**src/rtl/servo_pkg.sv**
```systemverilog
// Shared servo definitions: direction codes, sequencer state encodings and the
// mapping that folds undefined direction codes onto a safe stop.
package servo_pkg;

    typedef enum logic [2:0] {
        DIR_STOP  = 3'b000,
        DIR_FWD   = 3'b001,
        DIR_BACK  = 3'b010,
        DIR_LEFT  = 3'b011,
        DIR_RIGHT = 3'b100
    } dir_e;

    typedef enum logic [1:0] {
        ST_IDLE = 2'b00,
        ST_LOAD = 2'b01,
        ST_RUN  = 2'b10,
        ST_STOP = 2'b11
    } state_e;

    // Codes above DIR_RIGHT are undefined and must never reach the servo.
    function automatic logic [2:0] map_dir(input logic [2:0] code);
        logic [2:0] res;
        if (code > 3'b100) begin
            res = DIR_STOP;
        end else begin
            res = code;
        end
        return res;
    endfunction

endpackage

```
**src/rtl/cmd_fifo.sv**
```systemverilog
// Show-ahead command FIFO with synchronous flush; DEPTH must be a power of two.
module cmd_fifo
    import servo_pkg::*;
#(
    parameter int DEPTH = 4,
    parameter int WIDTH = 15
) (
    input  logic             clk,
    input  logic             rst_n,
    input  logic             push,
    input  logic [WIDTH-1:0] din,
    input  logic             pop,
    input  logic             flush,
    output logic [WIDTH-1:0] dout,
    output logic             full,
    output logic             empty
);

    localparam int AW = (DEPTH > 1) ? $clog2(DEPTH) : 1;
    localparam int CW = AW + 1;

    logic [WIDTH-1:0] mem_r [DEPTH];
    logic [AW-1:0]    wr_ptr_r;
    logic [AW-1:0]    rd_ptr_r;
    logic [CW-1:0]    count_r;
    logic             push_s;
    logic             pop_s;
    logic             full_s;
    logic             empty_s;

    assign full_s  = (count_r == CW'(DEPTH));
    assign empty_s = (count_r == {CW{1'b0}});
    assign push_s  = push && !full_s;
    assign pop_s   = pop && !empty_s;
    assign full    = full_s;
    assign empty   = empty_s;
    assign dout    = mem_r[rd_ptr_r];

    // Storage array; contents are don't-care while empty, so no reset needed.
    always_ff @(posedge clk) begin
        if (push_s && !flush) begin
            mem_r[wr_ptr_r] <= din;
        end
    end

    // Pointer and occupancy bookkeeping; a simultaneous push and pop keeps count.
    always_ff @(posedge clk or negedge rst_n) begin
        if (!rst_n) begin
            wr_ptr_r <= {AW{1'b0}};
            rd_ptr_r <= {AW{1'b0}};
            count_r  <= {CW{1'b0}};
        end else if (flush) begin
            wr_ptr_r <= {AW{1'b0}};
            rd_ptr_r <= {AW{1'b0}};
            count_r  <= {CW{1'b0}};
        end else begin
            if (push_s) begin
                wr_ptr_r <= wr_ptr_r + AW'(1);
            end
            if (pop_s) begin
                rd_ptr_r <= rd_ptr_r + AW'(1);
            end
            case ({push_s, pop_s})
                2'b10:   count_r <= count_r + CW'(1);
                2'b01:   count_r <= count_r - CW'(1);
                default: count_r <= count_r;
            endcase
        end
    end

endmodule

```
**src/rtl/servo_move_sequencer.sv**
```systemverilog
// Queues timed movement commands and plays them to the servo controller as
// direction/strobe pairs, each direction held for cmd_ms milliseconds.
module servo_move_sequencer
    import servo_pkg::*;
#(
    parameter int CLK_HZ     = 100000000,
    parameter int FIFO_DEPTH = 4,
    parameter int MS_W       = 12
) (
    input  logic            clk,
    input  logic            rst_n,
    input  logic            cmd_valid,
    output logic            cmd_ready,
    input  logic [2:0]      cmd_dir,
    input  logic [MS_W-1:0] cmd_ms,
    input  logic            abort,
    output logic [2:0]      direction,
    output logic            use_servo,
    output logic            busy,
    output logic            done
);

    localparam int TICKS_PER_MS = CLK_HZ / 1000;
    localparam int TICK_W       = (TICKS_PER_MS > 1) ? $clog2(TICKS_PER_MS) : 1;
    localparam int ENTRY_W      = 3 + MS_W;
    localparam logic [TICK_W-1:0] TICK_LAST = TICK_W'(TICKS_PER_MS - 1);

    state_e              state_r, state_s;
    logic [TICK_W-1:0]   tick_r, tick_s;
    logic [MS_W-1:0]     ms_r, ms_s;
    logic [MS_W-1:0]     cur_ms_r, cur_ms_s;
    logic [2:0]          dir_r, dir_s;
    logic                use_r, use_s;
    logic                done_r, done_s;
    logic                pop_s;
    logic                flush_s;
    logic                push_s;
    logic                full_s;
    logic                empty_s;
    logic                ready_s;
    logic                last_s;
    logic [ENTRY_W-1:0]  head_s;
    logic [2:0]          head_dir_s;
    logic [MS_W-1:0]     head_ms_s;

    assign ready_s    = rst_n && !full_s && !abort;
    assign push_s     = cmd_valid && ready_s;
    assign head_dir_s = head_s[ENTRY_W-1:MS_W];
    assign head_ms_s  = head_s[MS_W-1:0];

    // The strobe cycle counts as the first held cycle, so the hold ends one
    // cycle before ms*TICKS elapses; a zero-length command ends immediately.
    assign last_s = (cur_ms_r == {MS_W{1'b0}}) ||
                    ((({1'b0, ms_r} + (MS_W+1)'(1)) == {1'b0, cur_ms_r}) &&
                     (tick_r == TICK_LAST));

    cmd_fifo #(
        .DEPTH (FIFO_DEPTH),
        .WIDTH (ENTRY_W)
    ) u_fifo (
        .clk   (clk),
        .rst_n (rst_n),
        .push  (push_s),
        .din   ({cmd_dir, cmd_ms}),
        .pop   (pop_s),
        .flush (flush_s),
        .dout  (head_s),
        .full  (full_s),
        .empty (empty_s)
    );

    // Next-state and next-output logic; abort overrides every other event.
    always_comb begin
        state_s  = state_r;
        tick_s   = tick_r;
        ms_s     = ms_r;
        cur_ms_s = cur_ms_r;
        dir_s    = dir_r;
        use_s    = 1'b0;
        done_s   = 1'b0;
        pop_s    = 1'b0;
        flush_s  = 1'b0;
        if (abort) begin
            flush_s = 1'b1;
            if ((state_r != ST_IDLE) || !empty_s) begin
                state_s = ST_STOP;
                dir_s   = DIR_STOP;
                use_s   = 1'b1;
            end else begin
                state_s = ST_IDLE;
            end
        end else begin
            case (state_r)
                ST_IDLE: begin
                    if (!empty_s) begin
                        pop_s    = 1'b1;
                        state_s  = ST_LOAD;
                        dir_s    = map_dir(head_dir_s);
                        use_s    = 1'b1;
                        cur_ms_s = head_ms_s;
                        tick_s   = {TICK_W{1'b0}};
                        ms_s     = {MS_W{1'b0}};
                    end else begin
                        state_s = ST_IDLE;
                    end
                end
                ST_LOAD, ST_RUN: begin
                    if (last_s && !empty_s) begin
                        pop_s    = 1'b1;
                        state_s  = ST_LOAD;
                        dir_s    = map_dir(head_dir_s);
                        use_s    = 1'b1;
                        cur_ms_s = head_ms_s;
                        tick_s   = {TICK_W{1'b0}};
                        ms_s     = {MS_W{1'b0}};
                    end else if (last_s) begin
                        state_s = ST_STOP;
                        dir_s   = DIR_STOP;
                        use_s   = 1'b1;
                        done_s  = 1'b1;
                    end else begin
                        state_s = ST_RUN;
                        if (tick_r == TICK_LAST) begin
                            tick_s = {TICK_W{1'b0}};
                            ms_s   = ms_r + MS_W'(1);
                        end else begin
                            tick_s = tick_r + TICK_W'(1);
                        end
                    end
                end
                ST_STOP: begin
                    state_s = ST_IDLE;
                end
                default: begin
                    state_s = ST_IDLE;
                    dir_s   = DIR_STOP;
                end
            endcase
        end
    end

    // State, counters and registered servo outputs.
    always_ff @(posedge clk or negedge rst_n) begin
        if (!rst_n) begin
            state_r  <= ST_IDLE;
            tick_r   <= {TICK_W{1'b0}};
            ms_r     <= {MS_W{1'b0}};
            cur_ms_r <= {MS_W{1'b0}};
            dir_r    <= DIR_STOP;
            use_r    <= 1'b0;
            done_r   <= 1'b0;
        end else begin
            state_r  <= state_s;
            tick_r   <= tick_s;
            ms_r     <= ms_s;
            cur_ms_r <= cur_ms_s;
            dir_r    <= dir_s;
            use_r    <= use_s;
            done_r   <= done_s;
        end
    end

    assign cmd_ready = ready_s;
    assign direction = dir_r;
    assign use_servo = use_r;
    assign done      = done_r;
    assign busy      = (state_r != ST_IDLE) || !empty_s;

endmodule

```
**config.mk**
```make
export PLATFORM = sky130hd
export DESIGN_NAME = servo_move_sequencer
export DESIGN_NICKNAME = d
export VERILOG_FILES = /design/src/rtl/servo_pkg.sv /design/src/rtl/cmd_fifo.sv /design/src/rtl/servo_move_sequencer.sv
export SDC_FILE = /design/constraint.sdc
export NUM_CORES = 1
export LEC_CHECK = 0
export ABC_AREA = 1
export CAP_MARGIN = 10
export CELL_PAD_IN_SITES_DETAIL_PLACEMENT = 1
export CELL_PAD_IN_SITES_GLOBAL_PLACEMENT = 1
export CORE_ASPECT_RATIO = 1.25
export CORE_MARGIN = 2
export CORE_UTILIZATION = 50
export CTS_BUF_LIST = sky130_fd_sc_hd__clkbuf_4 sky130_fd_sc_hd__clkbuf_8 sky130_fd_sc_hd__clkbuf_16
export DETAILED_ROUTE_END_ITERATION = 7
export PLACE_DENSITY = 0.94
export SLEW_MARGIN = 20
export SYNTH_ARGS = -nofsm -noshare
export SYNTH_HDL_FRONTEND = slang
export SYNTH_HIERARCHICAL = 1
export SYNTH_SLANG_ARGS = --single-unit
export TNS_END_PERCENT = 100
```
**constraint.sdc**
```tcl
create_clock -name clk -period 6.2 [get_ports clk]
set_clock_uncertainty 0.1 [all_clocks]
set_input_delay 0.93 -clock clk [delete_from_list [all_inputs] [get_ports clk]]
set_output_delay 0.93 -clock clk [all_outputs]
set_load 0.01 [all_outputs]
```
==> run_results.csv <==
group,metric,value,unit
routing,antenna_left,0,
routing,finalWirelength,18.6,mm
sta,slew_viol_final,0,
synth,synth_cell_types,39,
placed_design,dp_cells,851,
synth,synth_adder_area_share,2.23,%
clock_tree,cts_hold_buf,0,
synth,synth_enable_flop_cells,60,
sta,setup_viol,0,
placed_design,pre_cts_ws,2.57,ns
global_routing,grt_max_degree,34,
synth,syn_avg_cell_area,8.77,um^2
routing,drcViolationCount,0,
critical_path,critPathMaxFanout,5,
global_routing,grt_pass1_vias,5759,
sta,max_clock_freq,252,MHz
power,p_clk_share,41.6,%
synth,ys_top_cells_by_count,"nand2_1 (174), nor2_1 (84), nand3_1 (65), edfxtp_1 (60), inv_1 (56)",
routing,first_pass_iters,5,
sta,slew_headroom,51.3,%
synth,syn_area,0.00596,mm^2
routing,vias,5222,
clock_tree,cts_max_level,4,
power,switching_share,34.3,%
critical_path,cp-start-kind,"register",
critical_path,cp.required,6.45,ns
cells_and_area,final_core_util,59.7,%
clock_tree,cts_tree,"yes",
cells_and_area,areaGrowthSynthToFinish,16.5,%
clock_tree,cts_resized,0,
cells_and_area,diodes,0,
synth,ys_async_sr_fraction,47.8,%
placed_design,port_buffers,25,
critical_path,rrSetupSlack,2.24,ns
die,die_w,102,um
placed_design,placed_area,0.00632,mm^2
critical_path,r2r-end,"u_fifo/count_r[2]",
critical_path,r2r-start,"ms_r[0]",
placed_design,gp_congestion,0.899,
sta,tns,0,ns
synth,synthSimpleGateAreaFrac,28.6,%
power,p_leak,2.89,nW
routing,via_per_inst,5.91,
critical_path,crit_type,"reg2reg",
min_path,hold_depth,2,
synth,synth_top_family_by_area,"simple AND/OR/NAND/NOR gates",
outcome,status,"completed",
placed_design,dp_hpwl,10.7,mm
clock_tree,clk_pin_slew,0.06,ns
power,p_int,1.67,mW
clock_tree,cts_setup_buffers,0,
power,seq_power_share,37.8,%
power,p_sw,0.872,mW
synth,synthFlopType,"edfxtp_1",
synth,synth-compound-area-share,7.08,%
synth,synthMuxAreaShare,0,%
synth,yosysWarnings,6,
critical_path,rr_worst_depth,25,
die,core,0.0116,mm^2
min_path,worstHoldStart,"tick_r[15]",
sta,timing.hold.ws,0.430,ns
cells_and_area,final_cell_area,0.00694,mm^2
critical_path,critPathCaptureType,"register",
die,io_pins,26,
synth,seq_area_frac_synth,53.3,%
clock_tree,cts_buffer_depth,2,
global_routing,antenna_found_initial,0,
die,rows,44,
min_path,worstHoldPathType,"reg2reg",
synth,synth_most_common_cell,"nand2_1",
clock_tree,clk_root_buffer_cell,"clkbuf_16",
sta,worstMarginPinSlew,0.731,ns
cells_and_area,final_cells,883,
sta,layout_setup_ws,2.24,ns
synth,syn_nets,708,
synth,synth_area_leader_cell,"edfxtp_1",
power,finalPower,2.54,mW
clock_tree,clock_latency,0.42,ns
synth,synth_area_leaders,"edfxtp_1 (30%), dfrtp_1 (23%), nand2_1 (11%)",
critical_path,cp_data_arrival_time,4.21,ns
cells_and_area,drive_gt1_share,9.70,%
synth,syn_inst,679,
sta,fin_crit_sh,63.9,%
power,powerDensity,367,mW/mm^2
power,combPwrFrac,20.6,%
global_routing,grt_pass1_wl,30.5,mm
die,die_area,0.0128,mm^2
die,start_util,51.3,%
cells_and_area,nets,738,
min_path,hold_end,"tick_r[15]",
synth,ys_seq_elements,115,
synth,synth_top_area_share,30.2,%
die,die_h,126,um
sta,rsz0062_at_grt,"false",
clock_tree,cts.sinks,115,
flow_run,max_cap_violations,0,
synth,yosys.area_share.xor_xnor,2.65,%
clock_tree,numCtsBuffers,17,
routing,drt_iter0_drc,386,
sta,hold_viol_final,0,
global_routing,grt_usage,31.1,%
sta,fin_crit,3.96,ns
global_routing,overflow,0,
routing,wire_per_inst,21.1,um
power,ir_drop,0.253,mV
## worst max-delay path: stages (launching register included)
cell	delay [ns]
dfrtp_1	0.44
ha_1	0.24
nand3_1	0.16
nor2_1	0.31
nand3_1	0.22
nand2_1	0.16
nand2_1	0.07
nand2_1	0.06
nand3_1	0.07
nor2_1	0.14
nand2_1	0.13
nand2_2	0.15
nand2_1	0.08
nand2_1	0.12
nand2_1	0.09
nor2_1	0.23
nand2_4	0.12
inv_4	0.10
nand2_4	0.07
inv_1	0.08
fa_1	0.22
xor2_1	0.17
nand3_1	0.10
nand2_1	0.11
nand2_1	0.06
nand2_1	0.11
## sequential cells by signal (all words and copies together), names as in the netlist
name             flops
cur_ms_r            12
direction            3
done                 1
ms_r                12
state_r              2
tick_r              17
u_fifo/count_r       3
u_fifo/mem_r        60
u_fifo/rd_ptr_r      2
u_fifo/wr_ptr_r      2
use_servo            1
## layout make-up
type                            instances  area (um^2)
Fill cell                            1296         4680
Tap cell                              161          201
Multi-Input combinational cell        482         2410
Timing Repair Buffer                   31          290
Clock inverter                         15          193
Inverter                               62          235
Sequential cell                       115         3180
Clock buffer                           17          425
## worst max path at each step
stage | startpoint | end | slack, ns | cells after the start
final | ms_r[0] | u_fifo/count_r[2] | 2.24 | 25
after floorplan | abort | u_fifo/mem_r[0][0] | 3.20 | 6
after detailed placement | abort | cmd_ready | 2.57 | 3
after global placement | abort | cmd_ready | 2.71 | 3
after CTS | ms_r[0] | u_fifo/count_r[2] | 2.34 | 25
after global routing | ms_r[0] | u_fifo/count_r[2] | 2.02 | 25
## power groups by stage
stage	combinational, mW	clock (mW)	sequential, mW
global route	0.574	1.09	0.967
floorplan	0.357	0	0.938
finish	0.525	1.06	0.962
global placement	0.449	0	0.957
detailed placement	0.484	0	0.962
CTS	0.521	1.06	0.958
## logic make-up after synthesis
logic type               Yosys count
AO/OA/AOI/OAI                     77
XOR/XNOR                          18
adder cells (fa/ha/maj)           10
buffers and inverters             82
flip-flops                       115
AND/OR/NAND/NOR                  377
## per-layer routing
layer	vias up	share of wire (%)	GRT usage, %
li1	2314	-	-
met1	2618	37	35.1
met2	204	53	54.5
met3	86	4.9	6.60
met4	0	4.8	15.7
met5	-	0	0
## cells in the final DEF, fill, tap and decap left out, drive strengths merged
cell / netlist / layout
nand2: 188 / 188
nor2: 89 / 89
inv: 61 / 69
nand3: 68 / 68
edfxtp: 60 / 60
o21ai: 56 / 56
dfrtp: 55 / 55
clkdlybuf4s50: 0 / 24
clkbuf: 7 / 17
o22ai: 15 / 15
xor2: 13 / 13
nand3b: 11 / 11
ha: 9 / 9
nand4: 8 / 8
buf: 13 / 7
xnor2: 5 / 5
nor3: 5 / 5
nor4: 5 / 5
a21oi: 5 / 5
clkinv: 1 / 4
bufinv: 0 / 3
o21bai: 1 / 1
nor3b: 1 / 1
and2: 1 / 1
or2: 1 / 1
clkinvlp: 0 / 1
fa: 1 / 1
Note: power is estimated with default switching activity, not from simulation.
